[src/rtl/spi_mem_loader_pkg.sv]
// Shared types and constants for the SPI program loader: FSM states,
// command opcodes and frame geometry.
package spi_loader_pkg;

  typedef enum logic [2:0] {
    IDLE   = 3'd0,
    CMD    = 3'd1,
    ADDR   = 3'd2,
    DATA   = 3'd3,
    COMMIT = 3'd4,
    SKIP   = 3'd5
  } state_t;

  localparam logic [7:0] CMD_RUN    = 8'h01;
  localparam logic [7:0] CMD_WRITE  = 8'h02;
  localparam logic [7:0] CMD_READ   = 8'h03;
  localparam int         FRAME_BITS = 48;

  function automatic logic is_known_cmd(input logic [7:0] cmd);
    logic known;
    case (cmd)
      CMD_RUN, CMD_WRITE, CMD_READ: known = 1'b1;
      default:                      known = 1'b0;
    endcase
    return known;
  endfunction

endpackage

[src/rtl/spi_mem_loader_if.sv]
// Bundles the SPI pins and the RAM-side port of the loader; the loader
// itself uses the slave view, the host/RAM environment the master view.
interface spi_mem_loader_if #(
  parameter int ADDR_WIDTH = 8,
  parameter int DATA_WIDTH = 32
);
  logic                  sclk;
  logic                  cs_n;
  logic                  mosi;
  logic                  miso;
  logic [ADDR_WIDTH-1:0] mem_addr;
  logic [DATA_WIDTH-1:0] mem_wdata;
  logic                  mem_we;
  logic [DATA_WIDTH-1:0] mem_rdata;
  logic                  mem_owner;
  logic                  cpu_hold;

  modport slave (
    input  sclk, cs_n, mosi, mem_rdata,
    output miso, mem_addr, mem_wdata, mem_we, mem_owner, cpu_hold
  );

  modport master (
    output sclk, cs_n, mosi, mem_rdata,
    input  miso, mem_addr, mem_wdata, mem_we, mem_owner, cpu_hold
  );
endinterface

[src/rtl/spi_mem_loader_sync.sv]
// Brings the asynchronous SPI pins into the clock domain and derives
// single-cycle sclk rise/fall and cs_n fall strobes.
module spi_sync (
  input  logic clock,
  input  logic reset,
  input  logic sclk,
  input  logic cs_n,
  input  logic mosi,
  output logic sclk_rise,
  output logic sclk_fall,
  output logic cs_n_sync,
  output logic cs_n_fall,
  output logic mosi_sync
);

  logic sclk_meta_r, sclk_sync_r, sclk_prev_r;
  logic cs_meta_r, cs_sync_r, cs_prev_r;
  logic mosi_meta_r, mosi_sync_r;

  // Two-stage synchronizers plus one history stage for edge detection
  always_ff @(posedge clock or negedge reset) begin
    if (!reset) begin
      sclk_meta_r <= 1'b0;
      sclk_sync_r <= 1'b0;
      sclk_prev_r <= 1'b0;
      cs_meta_r   <= 1'b1;
      cs_sync_r   <= 1'b1;
      cs_prev_r   <= 1'b1;
      mosi_meta_r <= 1'b0;
      mosi_sync_r <= 1'b0;
    end else begin
      sclk_meta_r <= sclk;
      sclk_sync_r <= sclk_meta_r;
      sclk_prev_r <= sclk_sync_r;
      cs_meta_r   <= cs_n;
      cs_sync_r   <= cs_meta_r;
      cs_prev_r   <= cs_sync_r;
      mosi_meta_r <= mosi;
      mosi_sync_r <= mosi_meta_r;
    end
  end

  assign sclk_rise = sclk_sync_r & ~sclk_prev_r;
  assign sclk_fall = ~sclk_sync_r & sclk_prev_r;
  assign cs_n_sync = cs_sync_r;
  assign cs_n_fall = ~cs_sync_r & cs_prev_r;
  assign mosi_sync = mosi_sync_r;

endmodule

[src/rtl/spi_mem_loader.sv]
// SPI-slave program loader: decodes 48-bit CMD/ADDR/DATA frames into RAM
// writes and read-backs, and releases the CPU on a RUN command.
module spi_mem_loader
  import spi_loader_pkg::*;
#(
  parameter int ADDR_WIDTH = 8,
  parameter int DATA_WIDTH = 32
) (
  input logic              clock,
  input logic              reset,
  spi_mem_loader_if.slave  bus
);

  localparam logic [5:0] CMD_LAST_C  = 6'd7;
  localparam logic [5:0] ADDR_LAST_C = 6'(8 + ADDR_WIDTH - 1);
  localparam logic [5:0] DATA_LAST_C = 6'(FRAME_BITS - 1);

  logic sclk_rise_s, sclk_fall_s, cs_n_s, cs_fall_s, mosi_s;

  state_t                state_r, state_nxt_s;
  logic [5:0]            bit_cnt_r;
  logic [7:0]            cmd_r;
  logic [ADDR_WIDTH-1:0] addr_r;
  logic [DATA_WIDTH-1:0] data_r;
  logic [DATA_WIDTH-1:0] tx_r;
  logic                  rd_pend_r, rd_load_r;

  logic                  miso_r;
  logic [ADDR_WIDTH-1:0] mem_addr_r;
  logic [DATA_WIDTH-1:0] mem_wdata_r;
  logic                  mem_we_r;
  logic                  mem_owner_r;
  logic                  cpu_hold_r;

  logic [7:0]            cmd_shift_s;
  logic [ADDR_WIDTH-1:0] addr_shift_s;
  logic [DATA_WIDTH-1:0] data_shift_s;
  logic                  last_bit_s;
  logic                  we_set_s, run_set_s, rd_issue_s, miso_en_s;

  spi_sync u_sync (
    .clock     (clock),
    .reset     (reset),
    .sclk      (bus.sclk),
    .cs_n      (bus.cs_n),
    .mosi      (bus.mosi),
    .sclk_rise (sclk_rise_s),
    .sclk_fall (sclk_fall_s),
    .cs_n_sync (cs_n_s),
    .cs_n_fall (cs_fall_s),
    .mosi_sync (mosi_s)
  );

  assign cmd_shift_s  = {cmd_r[6:0], mosi_s};
  assign addr_shift_s = {addr_r[ADDR_WIDTH-2:0], mosi_s};
  assign data_shift_s = {data_r[DATA_WIDTH-2:0], mosi_s};
  // A final rising edge outranks a simultaneous cs_n release so the frame still commits
  assign last_bit_s   = (state_r == DATA) && sclk_rise_s && (bit_cnt_r == DATA_LAST_C);

  // FSM state register
  always_ff @(posedge clock or negedge reset) begin
    if (!reset) begin
      state_r <= IDLE;
    end else begin
      state_r <= state_nxt_s;
    end
  end

  // FSM next-state logic
  always_comb begin
    state_nxt_s = state_r;
    case (state_r)
      IDLE: begin
        if (cs_fall_s) state_nxt_s = CMD;
        else           state_nxt_s = IDLE;
      end
      CMD: begin
        if (cs_n_s)
          state_nxt_s = IDLE;
        else if (sclk_rise_s && (bit_cnt_r == CMD_LAST_C))
          state_nxt_s = is_known_cmd(cmd_shift_s) ? ADDR : SKIP;
        else
          state_nxt_s = CMD;
      end
      ADDR: begin
        if (cs_n_s)                                          state_nxt_s = IDLE;
        else if (sclk_rise_s && (bit_cnt_r == ADDR_LAST_C))  state_nxt_s = DATA;
        else                                                 state_nxt_s = ADDR;
      end
      DATA: begin
        if (last_bit_s)  state_nxt_s = COMMIT;
        else if (cs_n_s) state_nxt_s = IDLE;
        else             state_nxt_s = DATA;
      end
      COMMIT:  state_nxt_s = IDLE;
      SKIP: begin
        if (cs_n_s) state_nxt_s = IDLE;
        else        state_nxt_s = SKIP;
      end
      default: state_nxt_s = IDLE;
    endcase
  end

  // FSM output decode; after RUN every memory action is suppressed
  always_comb begin
    we_set_s   = last_bit_s && (cmd_r == CMD_WRITE) && mem_owner_r;
    run_set_s  = last_bit_s && (cmd_r == CMD_RUN) && mem_owner_r;
    rd_issue_s = (state_r == ADDR) && sclk_rise_s && !cs_n_s &&
                 (bit_cnt_r == ADDR_LAST_C) && (cmd_r == CMD_READ) && mem_owner_r;
    miso_en_s  = (state_r == DATA) && !cs_n_s && (cmd_r == CMD_READ) && mem_owner_r;
  end

  // Frame receive shift registers and bit counter, cleared between frames
  always_ff @(posedge clock or negedge reset) begin
    if (!reset) begin
      bit_cnt_r <= 6'd0;
      cmd_r     <= 8'h00;
      addr_r    <= '0;
      data_r    <= '0;
    end else if (state_r == IDLE) begin
      bit_cnt_r <= 6'd0;
      cmd_r     <= 8'h00;
      addr_r    <= '0;
      data_r    <= '0;
    end else if (sclk_rise_s) begin
      case (state_r)
        CMD: begin
          cmd_r     <= cmd_shift_s;
          bit_cnt_r <= bit_cnt_r + 6'd1;
        end
        ADDR: begin
          addr_r    <= addr_shift_s;
          bit_cnt_r <= bit_cnt_r + 6'd1;
        end
        DATA: begin
          data_r    <= data_shift_s;
          bit_cnt_r <= bit_cnt_r + 6'd1;
        end
        default: begin
          bit_cnt_r <= bit_cnt_r;
        end
      endcase
    end else begin
      bit_cnt_r <= bit_cnt_r;
    end
  end

  // RAM port and CPU control registers
  always_ff @(posedge clock or negedge reset) begin
    if (!reset) begin
      mem_addr_r  <= '0;
      mem_wdata_r <= '0;
      mem_we_r    <= 1'b0;
      mem_owner_r <= 1'b1;
      cpu_hold_r  <= 1'b1;
    end else begin
      mem_we_r <= we_set_s;
      if (we_set_s) begin
        mem_addr_r  <= addr_r;
        mem_wdata_r <= data_shift_s;
      end else if (rd_issue_s) begin
        mem_addr_r  <= addr_shift_s;
      end else begin
        mem_addr_r  <= mem_addr_r;
      end
      if (run_set_s) begin
        mem_owner_r <= 1'b0;
        cpu_hold_r  <= 1'b0;
      end else begin
        mem_owner_r <= mem_owner_r;
        cpu_hold_r  <= cpu_hold_r;
      end
    end
  end

  // Read-back: wait for the RAM latency, load the word, then shift it out on sclk falls
  always_ff @(posedge clock or negedge reset) begin
    if (!reset) begin
      rd_pend_r <= 1'b0;
      rd_load_r <= 1'b0;
      tx_r      <= '0;
      miso_r    <= 1'b0;
    end else begin
      rd_pend_r <= rd_issue_s;
      rd_load_r <= rd_pend_r;
      if (rd_load_r)
        tx_r <= bus.mem_rdata;
      else if (miso_en_s && sclk_fall_s)
        tx_r <= {tx_r[DATA_WIDTH-2:0], 1'b0};
      else if (state_r == IDLE)
        tx_r <= '0;
      else
        tx_r <= tx_r;
      if (!miso_en_s)
        miso_r <= 1'b0;
      else if (sclk_fall_s)
        miso_r <= tx_r[DATA_WIDTH-1];
      else
        miso_r <= miso_r;
    end
  end

  assign bus.miso      = miso_r;
  assign bus.mem_addr  = mem_addr_r;
  assign bus.mem_wdata = mem_wdata_r;
  assign bus.mem_we    = mem_we_r;
  assign bus.mem_owner = mem_owner_r;
  assign bus.cpu_hold  = cpu_hold_r;

endmodule

[src/flat_wrapper.sv]
// flat-port wrapper written by rule: the top's interface ports become plain ports
module spi_mem_loader_flat import spi_loader_pkg::*;
#(
  parameter int ADDR_WIDTH = 8,
  parameter int DATA_WIDTH = 32
)
  (clock, reset, bus_sclk, bus_cs_n, bus_mosi, bus_mem_rdata, bus_miso, bus_mem_addr, bus_mem_wdata, bus_mem_we, bus_mem_owner, bus_cpu_hold);
  spi_mem_loader_if #(.ADDR_WIDTH(ADDR_WIDTH), .DATA_WIDTH(DATA_WIDTH)) bus_i ();
  input logic clock;
  input logic reset;
  input wire logic [$bits(bus_i.sclk)-1:0] bus_sclk;
  input wire logic [$bits(bus_i.cs_n)-1:0] bus_cs_n;
  input wire logic [$bits(bus_i.mosi)-1:0] bus_mosi;
  input wire logic [$bits(bus_i.mem_rdata)-1:0] bus_mem_rdata;
  output wire logic [$bits(bus_i.miso)-1:0] bus_miso;
  output wire logic [$bits(bus_i.mem_addr)-1:0] bus_mem_addr;
  output wire logic [$bits(bus_i.mem_wdata)-1:0] bus_mem_wdata;
  output wire logic [$bits(bus_i.mem_we)-1:0] bus_mem_we;
  output wire logic [$bits(bus_i.mem_owner)-1:0] bus_mem_owner;
  output wire logic [$bits(bus_i.cpu_hold)-1:0] bus_cpu_hold;
  assign bus_i.sclk = bus_sclk;
  assign bus_i.cs_n = bus_cs_n;
  assign bus_i.mosi = bus_mosi;
  assign bus_i.mem_rdata = bus_mem_rdata;
  assign bus_miso = bus_i.miso;
  assign bus_mem_addr = bus_i.mem_addr;
  assign bus_mem_wdata = bus_i.mem_wdata;
  assign bus_mem_we = bus_i.mem_we;
  assign bus_mem_owner = bus_i.mem_owner;
  assign bus_cpu_hold = bus_i.cpu_hold;
  spi_mem_loader #(.ADDR_WIDTH(ADDR_WIDTH), .DATA_WIDTH(DATA_WIDTH)) u_core (.clock(clock), .reset(reset), .bus(bus_i));
endmodule
[config.mk]
export PLATFORM = sky130hd
export DESIGN_NAME = spi_mem_loader_flat
export DESIGN_NICKNAME = d
export VERILOG_FILES = /design/src/rtl/spi_mem_loader_pkg.sv /design/src/rtl/spi_mem_loader_if.sv /design/src/rtl/spi_mem_loader_sync.sv /design/src/rtl/spi_mem_loader.sv /design/src/flat_wrapper.sv
export SDC_FILE = /design/constraint.sdc
export NUM_CORES = 1
export LEC_CHECK = 0
export ABC_AREA = 1
export ABC_CLOCK_PERIOD_IN_PS = 2300
export CORE_MARGIN = 2
export CORE_UTILIZATION = 33
export CTS_BUF_LIST = sky130_fd_sc_hd__clkbuf_8
export DETAILED_ROUTE_END_ITERATION = 12
export DONT_BUFFER_PORTS = 1
export SLEW_MARGIN = 20
export SYNTH_ARGS = -nofsm -noshare
export SYNTH_HDL_FRONTEND = slang
export SYNTH_SLANG_ARGS = --single-unit
[constraint.sdc]
create_clock -name clock -period 2.3 [get_ports clock]
set_clock_uncertainty 0.1 [all_clocks]
set_input_delay 0 -clock clock [delete_from_list [all_inputs] [get_ports clock]]
set_output_delay 0 -clock clock [all_outputs]
set_load 0.02 [all_outputs]
* After elaboration in Yosys (flattened, before gate mapping)
Index checks and enable logic that the tools add are counted.
Operators by class: $add $sub $neg 1, equality and inequality tests 14, mux-type cells 33, bitwise gates (word level) 6, reduce and logical (&&, ||, !) cells 32
Operator list (count):
- 2-to-1 mux 32 bit | 3
- 2-to-1 mux 31 bit | 3
- 2-to-1 mux 8 bit | 8
- == test 8 x 2 -> 1 bit (second input constant) | 4
- 2-to-1 mux 3 bit | 6
- 2-to-1 mux 6 bit | 3
- logical AND 1 bit | 17
- == test 8 x 1 -> 1 bit (second input constant) | 2
- one-hot mux 3 bit (5 select lines) | 1
- nonzero test 2 bit | 6
- 2-to-1 mux 1 bit | 8
- AND reduction 2 bit | 4
- adder 6 x 1 -> 6 bit (second input constant) | 1
- == test 3 x 2 -> 1 bit (second input constant) | 2
- == test 6 x 3 -> 1 bit (second input constant) | 1
- == test 6 x 4 -> 1 bit (second input constant) | 1
- == test 6 bit (second input constant) | 1
- OR reduction 3 bit | 2
- AND 1 bit | 3
- == test 3 x 1 -> 1 bit (second input constant) | 1
- == test 3 bit (second input constant) | 1
- logical NOT 3 bit | 1
- NOT 1 bit | 3
- nonzero test 3 bit | 1
- 3 further kinds | 3
Storage, ports and cells: flip-flop bits (word level) 141, input bits 37

* Logic depth before layout (Yosys ltp)
depth after elaboration 10, depth in mapped cells 9, depth with buffers taken out 9

* Cells and area by module
From an unflattened synthesis, not the netlist that was laid out.
Unflattened totals: cell total of the unflattened synthesis 685, area total of the unflattened synthesis 6049.6 um2
By module, submodules not included:
- spi_mem_loader | times used 1, cells an instance 671, area an instance 5823.1 um2, seq. area each 3329.4 um2
- spi_sync | times used 1, cells an instance 14, area an instance 226.5 um2, seq. area each 203.9 um2

* Least setup slack after synthesis
Ideal clock, no wire load.
path type register -> register, start point register u_core.bit_cnt_r[0], end point register u_core.mem_addr_r[1] (netlist: u_core.bus.mem_addr[1]), setup time 124 ps, arrival 1399 ps, setup slack 677 ps, stages on the path, launching flop included 10, path buffers 1, path through dfrtp_1 ha_1 nand2_1 nor2_1 nand2_1 nor2_4 nand2_4 buf_2 nand3_1 nand3_1
Between the ends: longest elaborated chain between the ends 5
Ends and longest elaborated chain:
- from (decl) | line spi_mem_loader.sv:21 | logic [5:0] bit_cnt_r;
- from (signal assigned) | line spi_mem_loader.sv:129 | bit_cnt_r <= bit_cnt_r + 6'd1;
- from (signal assigned) | line spi_mem_loader.sv:133 | bit_cnt_r <= bit_cnt_r + 6'd1;
- from (signal assigned) | line spi_mem_loader.sv:137 | bit_cnt_r <= bit_cnt_r + 6'd1;
- == test 6 bit or == test 6 x 4 -> 1 bit (tied branches) | line spi_mem_loader.sv:58, spi_mem_loader.sv:109
- logical AND 1 bit, on equally long branches | line spi_mem_loader.sv:58, spi_mem_loader.sv:108
- logical AND 1 bit, on equally long branches (2 in a row) | line spi_mem_loader.sv:106, spi_mem_loader.sv:109
- 2-to-1 mux 8 bit or nonzero test 2 bit (tied branches)
- to (signal assigned) | line spi_mem_loader.sv:159 | mem_addr_r <= addr_r;
- to (signal assigned) | line spi_mem_loader.sv:162 | mem_addr_r <= addr_shift_s;
- to (signal assigned) | line spi_mem_loader.sv:164 | mem_addr_r <= mem_addr_r;
- to (decl) | line spi_mem_loader.sv:29 | logic [ADDR_WIDTH-1:0] mem_addr_r;
Parallel ways exist; a longest one is shown, timed or not. A chain may end at the register's enable or synchronous reset.

* Worst setup path in the final report
start point register u_core.bit_cnt_r[0], end point register u_core.mem_wdata_r[25] (netlist: u_core.bus.mem_wdata[25])
Between the ends: longest elaborated chain between the ends 4
Ends and longest elaborated chain:
- == test 6 bit | line spi_mem_loader.sv:58 | assign last_bit_s = (state_r == DATA) && sclk_rise_s && (bit_cnt_r == DATA_LAST_C);
- logical AND 1 bit | line spi_mem_loader.sv:58
- logical AND 1 bit (2 in a row) | line spi_mem_loader.sv:106 | we_set_s = last_bit_s && (cmd_r == CMD_WRITE) && mem_owner_r;
- to (signal assigned) | line spi_mem_loader.sv:160 | mem_wdata_r <= data_shift_s;
- to (decl) | line spi_mem_loader.sv:30 | logic [DATA_WIDTH-1:0] mem_wdata_r;
Every way passes these cells.

==> results.cfg <==
[yosys]
ys_dominant_reg_cell = dfrtp_1
synth_top_cell_area_share_pct = 55.60
post-synth-top-count-cell = dfrtp_1
synth_area_per_cell_um2 = 8.636
synthesis.nets = 752
synth_area_mm2 = 0.006166
async_reset_ff_share_pct = 100.0
synthTopCellsByCount = dfrtp_1 (137), nand3_1 (129), nand2_1 (108), inv_1 (92), nor2_1 (56)
synth-seq-area-share_pct = 57.31
synth.distinct_cells = 29
yosysWarnings = 0
syn_inst = 714
synth_edf_count = 0
yosysTopAreaCell = dfrtp_1
synth_seq_cells = 141
synthTopCellsByArea = dfrtp_1 (56%), nand3_1 (10%), nand2_1 (6.6%), inv_1 (5.6%), o21ai_0 (3.5%)

[setup_path]
rrSetupSlack_ns = 0.35
cp_max_fo = 64
arrival_ns = 2.17
critPathKind = register to register
cp.required_ns = 2.52
worstReg2RegEnd = u_core.bus.mem_wdata[25]
end_kind = register
reg2reg_depth = 9
r2r-start = u_core.bit_cnt_r[0]
start_kind = register

[clock_network]
post_cts_resized = 0
cts.reportedPaths.clkPinSlew_ns = 0.09
cts-hold-fix-buffers = 37
cts_buffers = 17
cts_root_buf = clkbuf_8
h-tree-depth = 4
cts.path.max_buffers = 2
clock_latency_ns = 0.45
cts_tree = built
clock_sinks = 141
postCtsSetupBuffers = 0

[floorplanning]
ios = 81
die-area_mm2 = 0.01979
rows = 49
dieWidth_um = 140.7
die_y_um = 140.7
start_util_pct = 33.98
coreArea_mm2 = 0.01815

[timing]
tightest_slew_ns = 0.5857
hold_ws_ns = -0.8494
tns_ns = 0
final-setup-viol-count = 0
timing.final.crit_share_pct = 84.65
slew_headroom_pct = 60.95
clock.fmax_mhz = 513.6
hold_viol = 141
period_minus_slack_ns = 1.947
rsz0062_at_grt = no
slew_viol_final = 0

[pwr]
powerDensity_mw_per_mm2 = 659.6
p_sw_share_pct = 25.40
p_switching_mw = 1.189
peakVddDrop_mv = 0.3546
p_leak_nw = 3.234
intPower_mw = 3.493
p_comb_share_pct = 5.5
clkPwrFrac_pct = 40.1
seqPwrFrac_pct = 54.4

[min_path]
hold_class = input pin to asynchronous set/reset pin

[finish]
area_growth_pct = 15.12
stdcell_count = 983
layout-drive-gt1-share_pct = 7.825
num_antenna_cells = 0
final_nets = 779

[detailed_routing]
wire_per_inst_um = 14.13
drt_iter0_markers = 318
vias = 4817
drt_wl_total_um = 13890
first_pass_iters = 6
ant_nets = 0
drc = 0
drt-vias-per-instance = 4.900

[placed_design]
place_congestion = 0.8371
place_inst = 914
hpwl_um = 8418
port_buffers = 0

[status]
violations = negative hold slack
outcome = finished, violations left

[global_route]
grt_pass1_wl_um = 23070
grt_pass1_vias = 4492
grt_usage_pct = 14.42
grt_max_degree = 142
overflow = 0
antenna_found_initial = 0

[job]
maxCapViolations = 0
routing by layer:
layer | track usage, % | wire length, um | vias up
met5 | 0 | 0 | -
met4 | 4.474 | 151 | 0
met3 | 4.586 | 855 | 10
met2 | 20.62 | 6036 | 109
met1 | 20.84 | 6848 | 2288
li1 | - | - | 2410
area by class of cell:
type	instances	area [um^2]
fill	1818	11050
sequential	141	3535
multi-input combinational	436	2072
timing repair buffer	50	480.5
inverter	95	356.6
tap	229	286.5
clock buffer	18	247.7
clock inverter	14	120.1
placed cells by master (no fill, tap or decap), types with 2 or more instances in the layout:
cell type,Yosys,layout
nor2_2,6,7
clkinv_2,0,2
nor2_1,56,55
o21ai_1,32,32
buf_4,3,12
dfrtp_1,137,136
clkbuf_8,0,18
inv_2,2,2
dfstp_2,4,4
clkinv_4,0,3
nand3_1,129,129
inv_6,0,4
a21oi_1,8,8
o21ai_0,43,43
nor3_1,6,6
nand4_1,33,33
o22ai_1,6,6
nand2_1,108,108
inv_1,92,95
dlygate4sd3_1,0,37
registers in the layout (all words and copies together), names as in the netlist:
| name | flops |
|---|---|
| u_core.addr_r | 8 |
| u_core.bit_cnt_r | 6 |
| u_core.bus.mem_addr | 8 |
| u_core.bus.mem_owner | 1 |
| u_core.bus.mem_wdata | 32 |
| u_core.bus.mem_we | 1 |
| u_core.bus.miso | 1 |
| u_core.cmd_r | 8 |
| u_core.data_r | 31 |
| u_core.rd_load_r | 1 |
| u_core.rd_pend_r | 1 |
| u_core.state_r | 3 |
| u_core.tx_r | 32 |
| u_core.u_sync.cs_meta_r | 1 |
| u_core.u_sync.cs_n_sync | 1 |
| u_core.u_sync.cs_prev_r | 1 |
| u_core.u_sync.mosi_meta_r | 1 |
| u_core.u_sync.mosi_sync | 1 |
| u_core.u_sync.sclk_meta_r | 1 |
| u_core.u_sync.sclk_prev_r | 1 |
| u_core.u_sync.sclk_sync_r | 1 |
power by group through the flow:
| stage | sequential [mW] | clock (mW) | combinational (mW) |
|---|---|---|---|
| finish | 2.55 | 1.88 | 0.257 |
| global route | 2.55 | 2.03 | 0.284 |
| CTS | 2.55 | 1.93 | 0.256 |
| detailed placement | 2.60 | 0 | 0.203 |
| global placement | 2.60 | 0 | 0.203 |
| floorplan | 2.59 | 0 | 0.155 |
how the worst max path moves through the flow:
stage	startpoint	end	cells past startpoint
6_report	u_core.bit_cnt_r[0]	u_core.bus.mem_wdata[25]	9
5_1_grt	u_core.bit_cnt_r[0]	u_core.bus.mem_wdata[13]	9
4_1_cts	u_core.bit_cnt_r[0]	u_core.bus.mem_wdata[28]	9
3_5_place_dp	u_core.bit_cnt_r[0]	u_core.bus.mem_wdata[11]	9
3_3_place_gp	u_core.state_r[0]	u_core.cmd_r[1]	7
2_1_floorplan	u_core.bit_cnt_r[0]	u_core.bus.mem_addr[1]	9
metrics by stage:
step	setup slack [ns]	power (mW)	cell area, um^2	util (%)	hold slack [ns]
after floorplan	0.6765	2.743	6166	-	-0.3956
after global placement	0.4035	2.799	6360	35.05	-0.3891
after detailed placement	0.3621	2.800	6360	35.05	-0.3832
after CTS	0.3631	4.737	7098	39.11	-0.8866
after global routing	0.1471	4.872	7098	39.11	-0.8898
final	0.3531	4.682	7098	39.11	-0.8494
critical path, cell delays in order, from the launching register on:
cell and delay (ns):
dfrtp_1 0.39, ha_1 0.20, nand2_1 0.11, nor2_1 0.17
nand2_1 0.12, nor2_4 0.16, nand2_4 0.16, buf_12 0.23
nand2_1 0.08, o21ai_1 0.06
cells by family (layout without fill, tap and decap cells):
kind of cell,count (synthesis),after routing,share of synthesized area (%)
AND/OR/NAND/NOR,342,342,25.49
flip-flops,141,141,57.31
buffers and inverters,137,177,9.131
AO/OA/AOI/OAI,93,93,7.874
adder cells (fa/ha/maj),1,1,0.2029
Power figures use the tool's default switching activity.
